File: src/rtl/fetch_pkg.sv
// ============================================================================
//  fetch_pkg
//  Shared types and defaults for the MIPS instruction-fetch stage.
//  Revision: 1.0
// ============================================================================
`default_nettype none

package fetch_pkg;

    localparam logic [31:0] DEFAULT_RESET_PC  = 32'h0000_0000;
    localparam logic [31:0] DEFAULT_NOP_INSTR = 32'h0000_0000;

    typedef enum logic [1:0] {
        IDLE  = 2'd0,
        FETCH = 2'd1,
        HOLD  = 2'd2,
        DRAIN = 2'd3
    } state_e;

    typedef struct packed {
        logic        valid;
        logic [31:0] instr;
        logic [31:0] pc_p4;
    } if_id_t;

    // Plain 32-bit add: wraps 32'hFFFF_FFFC to zero.
    function automatic logic [31:0] pc_inc(input logic [31:0] pc);
        return pc + 32'd4;
    endfunction

endpackage

`default_nettype wire

File: src/rtl/fetch_hold_buf.sv
// ============================================================================
//  fetch_hold_buf
//  One-entry skid buffer holding an acked instruction while IF/ID is stalled.
//  Revision: 1.0
// ============================================================================
`default_nettype none

module fetch_hold_buf (
    input  logic        clk,
    input  logic        rst_n,
    input  logic        load,
    input  logic        clear,
    input  logic [31:0] load_instr,
    input  logic [31:0] load_pc_p4,
    output logic        valid,
    output logic [31:0] instr,
    output logic [31:0] pc_p4
);

    logic        valid_q, valid_d;
    logic [31:0] instr_q, instr_d;
    logic [31:0] pc_p4_q, pc_p4_d;

    // Clear wins so a redirect always drops a captured instruction.
    always_comb begin
        valid_d = valid_q;
        instr_d = instr_q;
        pc_p4_d = pc_p4_q;
        if (clear) begin
            valid_d = 1'b0;
        end else if (load) begin
            valid_d = 1'b1;
            instr_d = load_instr;
            pc_p4_d = load_pc_p4;
        end
    end

    always_ff @(posedge clk or negedge rst_n) begin
        if (!rst_n) begin
            valid_q <= 1'b0;
            instr_q <= 32'h0000_0000;
            pc_p4_q <= 32'h0000_0000;
        end else begin
            valid_q <= valid_d;
            instr_q <= instr_d;
            pc_p4_q <= pc_p4_d;
        end
    end

    assign valid = valid_q;
    assign instr = instr_q;
    assign pc_p4 = pc_p4_q;

endmodule

`default_nettype wire

File: src/rtl/fetch_stage.sv
// ============================================================================
//  fetch_stage
//  Owns the PC, fetches over a req/ack handshake and loads the IF/ID register.
//  Revision: 1.0
// ============================================================================
`default_nettype none

module fetch_stage
    import fetch_pkg::*;
#(
    parameter logic [31:0] RESET_PC  = DEFAULT_RESET_PC,
    parameter logic [31:0] NOP_INSTR = DEFAULT_NOP_INSTR
) (
    input  logic        clk,
    input  logic        rst_n,
    input  logic        stall,
    input  logic        redirect,
    input  logic [31:0] branch_target,
    output logic        imem_req,
    output logic [31:0] imem_addr,
    input  logic        imem_ack,
    input  logic [31:0] imem_rdata,
    output logic [31:0] pc,
    output logic        if_id_valid,
    output logic [31:0] if_id_instr,
    output logic [31:0] if_id_pc_p4
);

    state_e      state_q, state_d;
    logic [31:0] pc_q, pc_d;
    logic [31:0] target_q, target_d;
    if_id_t      if_id_q, if_id_d;

    logic        hb_load;
    logic        hb_clear;
    logic        hb_valid;
    logic [31:0] hb_instr;
    logic [31:0] hb_pc_p4;
    logic [31:0] pc_p4;

    assign pc_p4 = pc_inc(pc_q);

    fetch_hold_buf u_hold_buf (
        .clk        (clk),
        .rst_n      (rst_n),
        .load       (hb_load),
        .clear      (hb_clear),
        .load_instr (imem_rdata),
        .load_pc_p4 (pc_p4),
        .valid      (hb_valid),
        .instr      (hb_instr),
        .pc_p4      (hb_pc_p4)
    );

    always_comb begin
        state_d  = state_q;
        pc_d     = pc_q;
        target_d = target_q;
        if_id_d  = if_id_q;
        hb_load  = 1'b0;
        hb_clear = 1'b0;

        if (redirect) begin
            if_id_d.valid = 1'b0;
            if_id_d.instr = NOP_INSTR;
            hb_clear      = 1'b1;
            if (state_q == DRAIN) begin
                target_d = branch_target;
            end else if (state_q == FETCH && !imem_ack) begin
                // The outstanding request must complete before the jump.
                target_d = branch_target;
                state_d  = DRAIN;
            end else begin
                pc_d    = branch_target;
                state_d = FETCH;
            end
        end else begin
            case (state_q)
                IDLE: begin
                    state_d = FETCH;
                end
                FETCH: begin
                    if (imem_ack) begin
                        if (stall) begin
                            hb_load = 1'b1;
                            state_d = HOLD;
                        end else begin
                            if_id_d = '{valid: 1'b1, instr: imem_rdata, pc_p4: pc_p4};
                            pc_d    = pc_p4;
                        end
                    end else if (!stall) begin
                        if_id_d.valid = 1'b0;
                    end
                end
                HOLD: begin
                    if (!stall) begin
                        if_id_d  = '{valid: hb_valid, instr: hb_instr, pc_p4: hb_pc_p4};
                        pc_d     = pc_p4;
                        hb_clear = 1'b1;
                        state_d  = FETCH;
                    end
                end
                DRAIN: begin
                    if (imem_ack) begin
                        pc_d    = target_q;
                        state_d = FETCH;
                    end
                end
                default: begin
                    state_d = IDLE;
                end
            endcase
        end
    end

    always_ff @(posedge clk or negedge rst_n) begin
        if (!rst_n) begin
            state_q  <= IDLE;
            pc_q     <= RESET_PC;
            target_q <= 32'h0000_0000;
            if_id_q  <= '{valid: 1'b0, instr: NOP_INSTR, pc_p4: 32'h0000_0000};
        end else begin
            state_q  <= state_d;
            pc_q     <= pc_d;
            target_q <= target_d;
            if_id_q  <= if_id_d;
        end
    end

    // Request decodes straight from state so it drops the moment reset hits.
    assign imem_req    = (state_q == FETCH) || (state_q == DRAIN);
    assign imem_addr   = pc_q;
    assign pc          = pc_q;
    assign if_id_valid = if_id_q.valid;
    assign if_id_instr = if_id_q.instr;
    assign if_id_pc_p4 = if_id_q.pc_p4;

endmodule

`default_nettype wire

File: config.mk
export PLATFORM = sky130hd
export DESIGN_NAME = fetch_stage
export DESIGN_NICKNAME = d
export VERILOG_FILES = /design/src/rtl/fetch_pkg.sv /design/src/rtl/fetch_hold_buf.sv /design/src/rtl/fetch_stage.sv
export SDC_FILE = /design/constraint.sdc
export NUM_CORES = 1
export LEC_CHECK = 0
export BUFFER_PORTS_ARGS = -buffer_cell sky130_fd_sc_hd__buf_2
export CORE_MARGIN = 8
export CORE_UTILIZATION = 50
export DETAILED_ROUTE_END_ITERATION = 7
export HOLD_SLACK_MARGIN = 0.08
export PLACE_DENSITY = 0.74
export SLEW_MARGIN = 30
export SYNTH_ARGS = -nofsm -noshare
export SYNTH_HDL_FRONTEND = slang
export SYNTH_SLANG_ARGS = --single-unit
File: constraint.sdc
create_clock -name clk -period 6.2 [get_ports clk]
set_input_delay 1.24 -clock clk [delete_from_list [all_inputs] [get_ports clk]]
set_output_delay 1.24 -clock clk [all_outputs]
set_load 0.005 [all_outputs]
==> impl_metrics.ini, run 1 <==
[finish]
fin_cells = 1310
area_delta_synth_final_pct = 15.9
drive_gt1_share_pct = 30.4
finalInstanceArea_mm2 = 0.0111
nets = 1134
utilization_pct = 59.3
nFillCells = 1618
register_area_mm2 = 0.00490
multi_input_area_mm2 = 0.00413

[floorplanning]
dieArea_mm2 = 0.0239
start_util_pct = 51.2
die_w_um = 155
fp.coreArea_mm2 = 0.0188
io_pins = 199
placementRows = 50
die_h_um = 155

[power_and_ir_drop]
seqPwrFrac_pct = 42.6
switching_share_pct = 38.3
p_leak_nw = 5.04
power_frac_comb_pct = 36.8
pwr-share-clk_pct = 20.6
p_per_area_mw_per_mm2 = 479
power_switching_mw = 2.04
p_int_mw = 3.29
p_total_mw = 5.33
peakVddDrop_uv = 295

[hold_path]
holdCritStartpoint = if_id_instr[22]
hold_depth = 2
hold_class = flop to flop

[yosys]
synth-adder-area-share_pct = 0.521
synth_area_leader_cell = dfrtp_1
synth_edf_count = 0
synth_mux_area_share_pct = 12.3
synth_top_area_share_pct = 51.1
syn_area_mm2 = 0.00960
postSynthAreaPerCell_um2 = 10.3
ys.warnings.count = 0
synth_top_family_by_area = compound AO/OA/AOI/OAI gates
syn_inst = 934
syn_nets = 1007
yosysUniqueCellTypes = 50
synth_area_leaders = dfrtp_1 51%, mux2_2 8.4%, o21ai_0 4.3%
ys_ff_latch = 196
synth-xor-area-share_pct = 2.28
synth.most_common_cell = dfrtp_1
yosysSeqAreaShare_pct = 51.1
ys_async_sr_fraction_pct = 100
synthTopCellsByCount = 196 x dfrtp_1, 107 x nand2_1, 83 x o21ai_0, 72 x mux2_2, 48 x clkbuf_1
synth_compound_area_share_pct = 15.9
synth_flop_cell = dfrtp_1
synthSimpleGateAreaFrac_pct = 11.6

[job]
cap_violations = 0

[drt]
final_antenna_net_count = 0
dr.first_iter.drc_count = 760
via_count = 7628
routed_wl_um = 25400
via_per_inst = 5.82
drc = 0
firstDrtPassIters = 5
wl_per_cell_um = 19.4

[worst_setup_path]
path_buf_inv = 4
cpPeakStageDelay_ns = 0.65
setup.worst_path.start = redirect
worstPathRequired_ns = 6.48
startpoint_type = primary input
crit_cells = 8
worstPathMaxFanout = 64
r2r_cells = 6
crit_chain = buf_2 -> buf_4 -> clkinv_1 -> nand2_1 -> buf_4 -> nor2_1 -> a222oi_1 -> o21ai_0
worstSetupPathType = primary input to flop
crit_path_end_kind = flop
cp_slowest_cell = buf_4
crit_top_cell = buf_4
rr_startpoint = state_q[0]
path_delay_family = buffers and inverters
crit_arrival_ns = 3.73

[clocking]
cts_made_buffers = 17
max-clock-path-buffers = 2
cts_resized = 0
htreeDepth = 4
cts_sinks = 196
clock-root-buffer = clkbuf_16
cts.clk_slew.worst_paths_ns = 0.07
cts_tree = done
cts_hold_buf = 0
insertion_delay_ns = 0.43
post_cts_buffers = 0

[grt]
gr-total-overflow = 0
grt_pass1_vias = 7555
grt_max_degree = 103
grt_first_pass_wirelength_um = 40700
antenna_found_initial = 4
grt_use_total_pct = 21.2

[placement]
gp_congestion = 0.883
port-buffer-count = 198
dp_slack_ns = 2.32
dp_hpwl_um = 17900
dpl.cell_count = 1276
place_area_mm2 = 0.0105

[sta]
period_needed_ns = 3.45
min_period_over_period_pct = 55.6
worst_slack_ns = 2.75
rsz0062_at_grt = false
finalHoldViolations = 0
slew_viol_final = 0
relSlewSlack_pct = 40.7
setup_violations = 0
clock-skew-final_ns = 0.00761
fmax_mhz = 290
tns_ns = 0
max_slew.worst_pin.slew_ns = 0.889
fin_hold_ws_ns = 0.474

[status]
status = completed
## registers in the layout (all words and copies together), names as in the netlist
signal            count
imem_addr            32
target_q             32
state_q               2
if_id_pc_p4          32
u_hold_buf.pc_p4     32
u_hold_buf.instr     32
if_id_instr          32
u_hold_buf.valid      1
if_id_valid           1
## cells by family after synthesis
| family | after synthesis |
|---|---|
| fa+ha+maj | 4 |
| xor+xnor | 25 |
| simple gates | 237 |
| compound gates | 241 |
| mux | 109 |
| flops | 196 |
| buf+inv | 122 |
## layout make-up
class	count	area share [%]
Sequential cell	196	44.1
Multi-Input combinational cell	616	37.1
Timing Repair Buffer	211	10.2
Clock buffer	18	3.95
Tap cell	234	2.63
Clock inverter	14	1.34
Inverter	19	0.641
Antenna cell	2	0.0450
## power by group through the flow
stage,clock [mW],sequential (mW),combinational (mW)
floorplan,0,2.17,1.38
global placement,0,2.26,1.89
detailed placement,0,2.29,1.96
CTS,1.11,2.27,1.97
global route,1.16,2.35,2.18
finish,1.10,2.27,1.96
## worst min-delay path, cell delays in order (launching register included)
cell and delay (ns):
dfrtp_1 0.34, nand2_1 0.05, o31ai_1 0.05
## cell usage in the layout, fill, tap and decap left out, drive strengths merged, types with 2 or more instances in the layout
master	instances
a222oi	7
diode	2
buf	210
o211ai	9
a221oi	2
a21o	2
xor2	6
o31a	12
or2	2
nand3	29
a22o	4
and2	4
clkbuf	19
o21ai	85
nand2	107
a21oi	42
a211oi	4
nor3	15
mux2i	37
clkinvlp	6
and3	17
ha	4
o22ai	10
nand4	8
o31ai	35
nor2	33
a22oi	14
dfrtp	196
o2bb2ai	4
mux2	72
nor4	8
xnor2	19
a31oi	3
inv	21
o21a	2
clkinv	5
nor2b	4
o211a	2
and4	5
or3	3
## path summary, 6_finish.rpt
kind / endpoint / slack [ns]
max in group asynchronous: if_id_instr[18] / 4.13
max reg2reg: imem_addr[29] / 3.04
max: imem_addr[13] / 2.75
min in group asynchronous: u_hold_buf.instr[16] / 0.86
min: if_id_instr[22] / 0.47
min reg2reg: if_id_instr[22] / 0.47
## layer usage
metal	track usage [%]	share of wire (%)	up-vias	routed length [um]
li1	-	-	3581	-
met1	29.5	46	3728	11700
met2	32.2	46	276	11600
met3	4.32	6.0	39	1530
met4	8.31	2.1	4	536
met5	0	0.11	-	27
(Power assumes the default switching activity.)
==> run 2, diff against run 1 <==
--- a/config.mk
+++ b/config.mk
@@ -5,12 +5,13 @@
 export SDC_FILE = /design/constraint.sdc
 export NUM_CORES = 1
 export LEC_CHECK = 0
+export ABC_AREA = 1
 export BUFFER_PORTS_ARGS = -buffer_cell sky130_fd_sc_hd__buf_2
 export CORE_MARGIN = 8
 export CORE_UTILIZATION = 50
 export DETAILED_ROUTE_END_ITERATION = 7
 export HOLD_SLACK_MARGIN = 0.08
-export PLACE_DENSITY = 0.74
+export PLACE_DENSITY = 0.77
 export SLEW_MARGIN = 30
 export SYNTH_ARGS = -nofsm -noshare
 export SYNTH_HDL_FRONTEND = slang
==> constraint.sdc (replaced) <==
create_clock -name clk -period 2.78 [get_ports clk]
set_input_delay 0.556 -clock clk [delete_from_list [all_inputs] [get_ports clk]]
set_output_delay 0.556 -clock clk [all_outputs]
set_load 0.005 [all_outputs]
==> run 2 against run 1 <==
Via count rose by 10%. Wire length rose by 1.3%. Synthesized area rose by 2.1%. Worst setup slack got worse by 2.0 ns. Combinational power rose to 2.7 times the previous value. Synthesized cell count rose by 31%. Clock-buffer cell count fell by 1. Non-clock buffer count rose by 5. Register-to-register slack got worse by 2.3 ns. Cell count rose by 25%. First-iteration DRC count fell by 21%. Critical path depth rose by 2. Critical endpoint is now imem_addr[18].
==> impl_metrics.ini, run 2 <==
[status]
status = completed

[placement]
gp_congestion = 0.877
port-buffer-count = 198
dp_hpwl_um = 18400

[yosys]
ys_async_sr_fraction_pct = 100
synthSimpleGateAreaFrac_pct = 21.9
synth_area_leader_cell = dfrtp_1
synth_compound_area_share_pct = 15.8
synth_top_family_by_area = simple AND/OR/NAND/NOR gates
synth_area_leaders = dfrtp_1 50%, nand2_1 14%, o21ai_0 6.0%
postSynthAreaPerCell_um2 = 8.00
synth-adder-area-share_pct = 0.510
synth_top_area_share_pct = 50.0
synth.most_common_cell = nand2_1
syn_area_mm2 = 0.00981
synth_edf_count = 0
synth_mux_area_share_pct = 0
synth_flop_cell = dfrtp_1
syn_nets = 1299
synth-xor-area-share_pct = 1.57
ys_ff_latch = 196
yosysUniqueCellTypes = 37
syn_inst = 1226
synthTopCellsByCount = 354 x nand2_1, 196 x dfrtp_1, 121 x nor2_1, 118 x o21ai_0, 103 x inv_1
ys.warnings.count = 0
yosysSeqAreaShare_pct = 50.0

[floorplanning]
dieArea_mm2 = 0.0244
die_h_um = 156
io_pins = 199
die_w_um = 156
placementRows = 51
fp.coreArea_mm2 = 0.0193
start_util_pct = 50.7

[clocking]
clock-root-buffer = clkbuf_16
cts_tree = done
max-clock-path-buffers = 2
cts_made_buffers = 17
cts_resized = 0
htreeDepth = 4
cts_sinks = 196
cts.clk_slew.worst_paths_ns = 0.08
cts_hold_buf = 0
insertion_delay_ns = 0.43
post_cts_buffers = 0

[worst_setup_path]
rr_startpoint = state_q[0]
startpoint_type = flop
r2r_cells = 10
rr_endpoint = imem_addr[18]
crit_path_end_kind = flop
r2r_setup_slack_ns = 0.73
worstPathMaxFanout = 31
worstSetupPathType = flop to flop
worstPathRequired_ns = 3.12
crit_arrival_ns = 2.39

[grt]
grt_pass1_vias = 8201
grt_max_degree = 65
grt_first_pass_wirelength_um = 42600
antenna_found_initial = 0
gr-total-overflow = 0
grt_use_total_pct = 21.7

[drt]
routed_wl_um = 25700
wl_per_cell_um = 15.7
wl_met1_um = 12000
drc = 0
via_count = 8401
final_antenna_net_count = 0
dr.first_iter.drc_count = 604
firstDrtPassIters = 5
top_layer = met4
wl_met2_um = 11600
via_per_inst = 5.12
route.met3.wl_um = 1780

[hold_path]
hold_class = primary input to async pin

[sta]
tns_ns = 0
clock-skew-final_ns = 0.00988
relSlewSlack_pct = 52.5
setup_violations = 0
period_needed_ns = 2.05
max_slew.worst_pin.slew_ns = 0.711
fmax_mhz = 489
finalHoldViolations = 0
min_period_over_period_pct = 73.6
slew_viol_final = 0
rsz0062_at_grt = false

[power_and_ir_drop]
p_total_mw = 13.1
peakVddDrop_uv = 606
p_leak_nw = 5.65
p_per_area_mw_per_mm2 = 1150

[finish]
area_delta_synth_final_pct = 15.4
drive_gt1_share_pct = 20.4
final_cell_mix = 354 x nand2_1, 197 x buf_2, 196 x dfrtp_1, 120 x nor2_1, 118 x o21ai_0
nets = 1435
insertedDiodeCount = 0
layout_commonest_cell = nand2_1

[job]
cap_violations = 0
## run 2: metrics by stage
| step | setup WS [ns] | util (%) | hold WS (ns) | instance area [um2] | cells |
|---|---|---|---|---|---|
| 2_1_floorplan | 1.14 | - | 0.260 | 9810 | 1226 |
| 3_3_place_gp | 0.693 | 55.5 | 0.460 | 10700 | 1608 |
| 3_5_place_dp | 0.636 | 55.5 | 0.462 | 10700 | 1608 |
| 4_1_cts | 0.727 | 58.5 | 0.0941 | 11300 | 1640 |
| 5_1_grt | 0.462 | 58.5 | 0.101 | 11300 | 1640 |
| 6_report | 0.735 | 58.5 | 0.0758 | 11300 | 1640 |
## run 2: how the worst max path moves through the flow
stage | start | endpoint | slack, ns | cells past startpoint
after floorplan | state_q[0] | if_id_pc_p4[10] | 1.14 | 9
after global placement | redirect | imem_addr[26] | 0.69 | 7
after detailed placement | redirect | imem_addr[15] | 0.64 | 7
after CTS | state_q[0] | imem_addr[18] | 0.73 | 10
after global routing | state_q[0] | imem_addr[15] | 0.46 | 10
final | state_q[0] | imem_addr[18] | 0.73 | 10
## run 2: kinds of logic (layout without fill, tap and decap cells)
group,Yosys count,count (layout)
adders and majority gates,4,4
DFF,196,196
buffers and inverters,211,360
xor gates and xnor gates,15,15
AOI/OAI and AO/OA,278,278
and+or+nand+nor,522,522
## run 2: final cells by class
class	count	area, um2
fillers	1733	8020
multi-input cells	819	3920
well taps	265	332
flip-flops and latches	196	4900
repair buffers	216	1160
inverters	112	420
clock inverters	15	163
clock buffers	17	425
## run 2: power by group
part / internal, mW / total [mW] / switching [mW] / leakage, nW
Sequential: 4.22 / 5.21 / 0.989 / 2.38
Clock: 1.28 / 2.47 / 1.19 / 0.293
Combinational: 2.02 / 5.37 / 3.36 / 2.98
Total: 7.52 / 13.1 / 5.53 / 5.65
## run 2: routing by layer
metal,vias to the layer above,track usage [%]
met2,273,33.7
met4,0,5.08
met3,18,4.52
met1,3920,30.7
met5,-,0
li1,4190,-
## run 2: critical path: stages (launching register included)
cell and delay, ns:
dfrtp_1 0.42, inv_1 0.08, ha_2 0.26, inv_1 0.07
nand2_1 0.06, nand2_1 0.05, nand3_1 0.09, buf_4 0.25
inv_2 0.41, nor2_1 0.08, a21oi_1 0.17
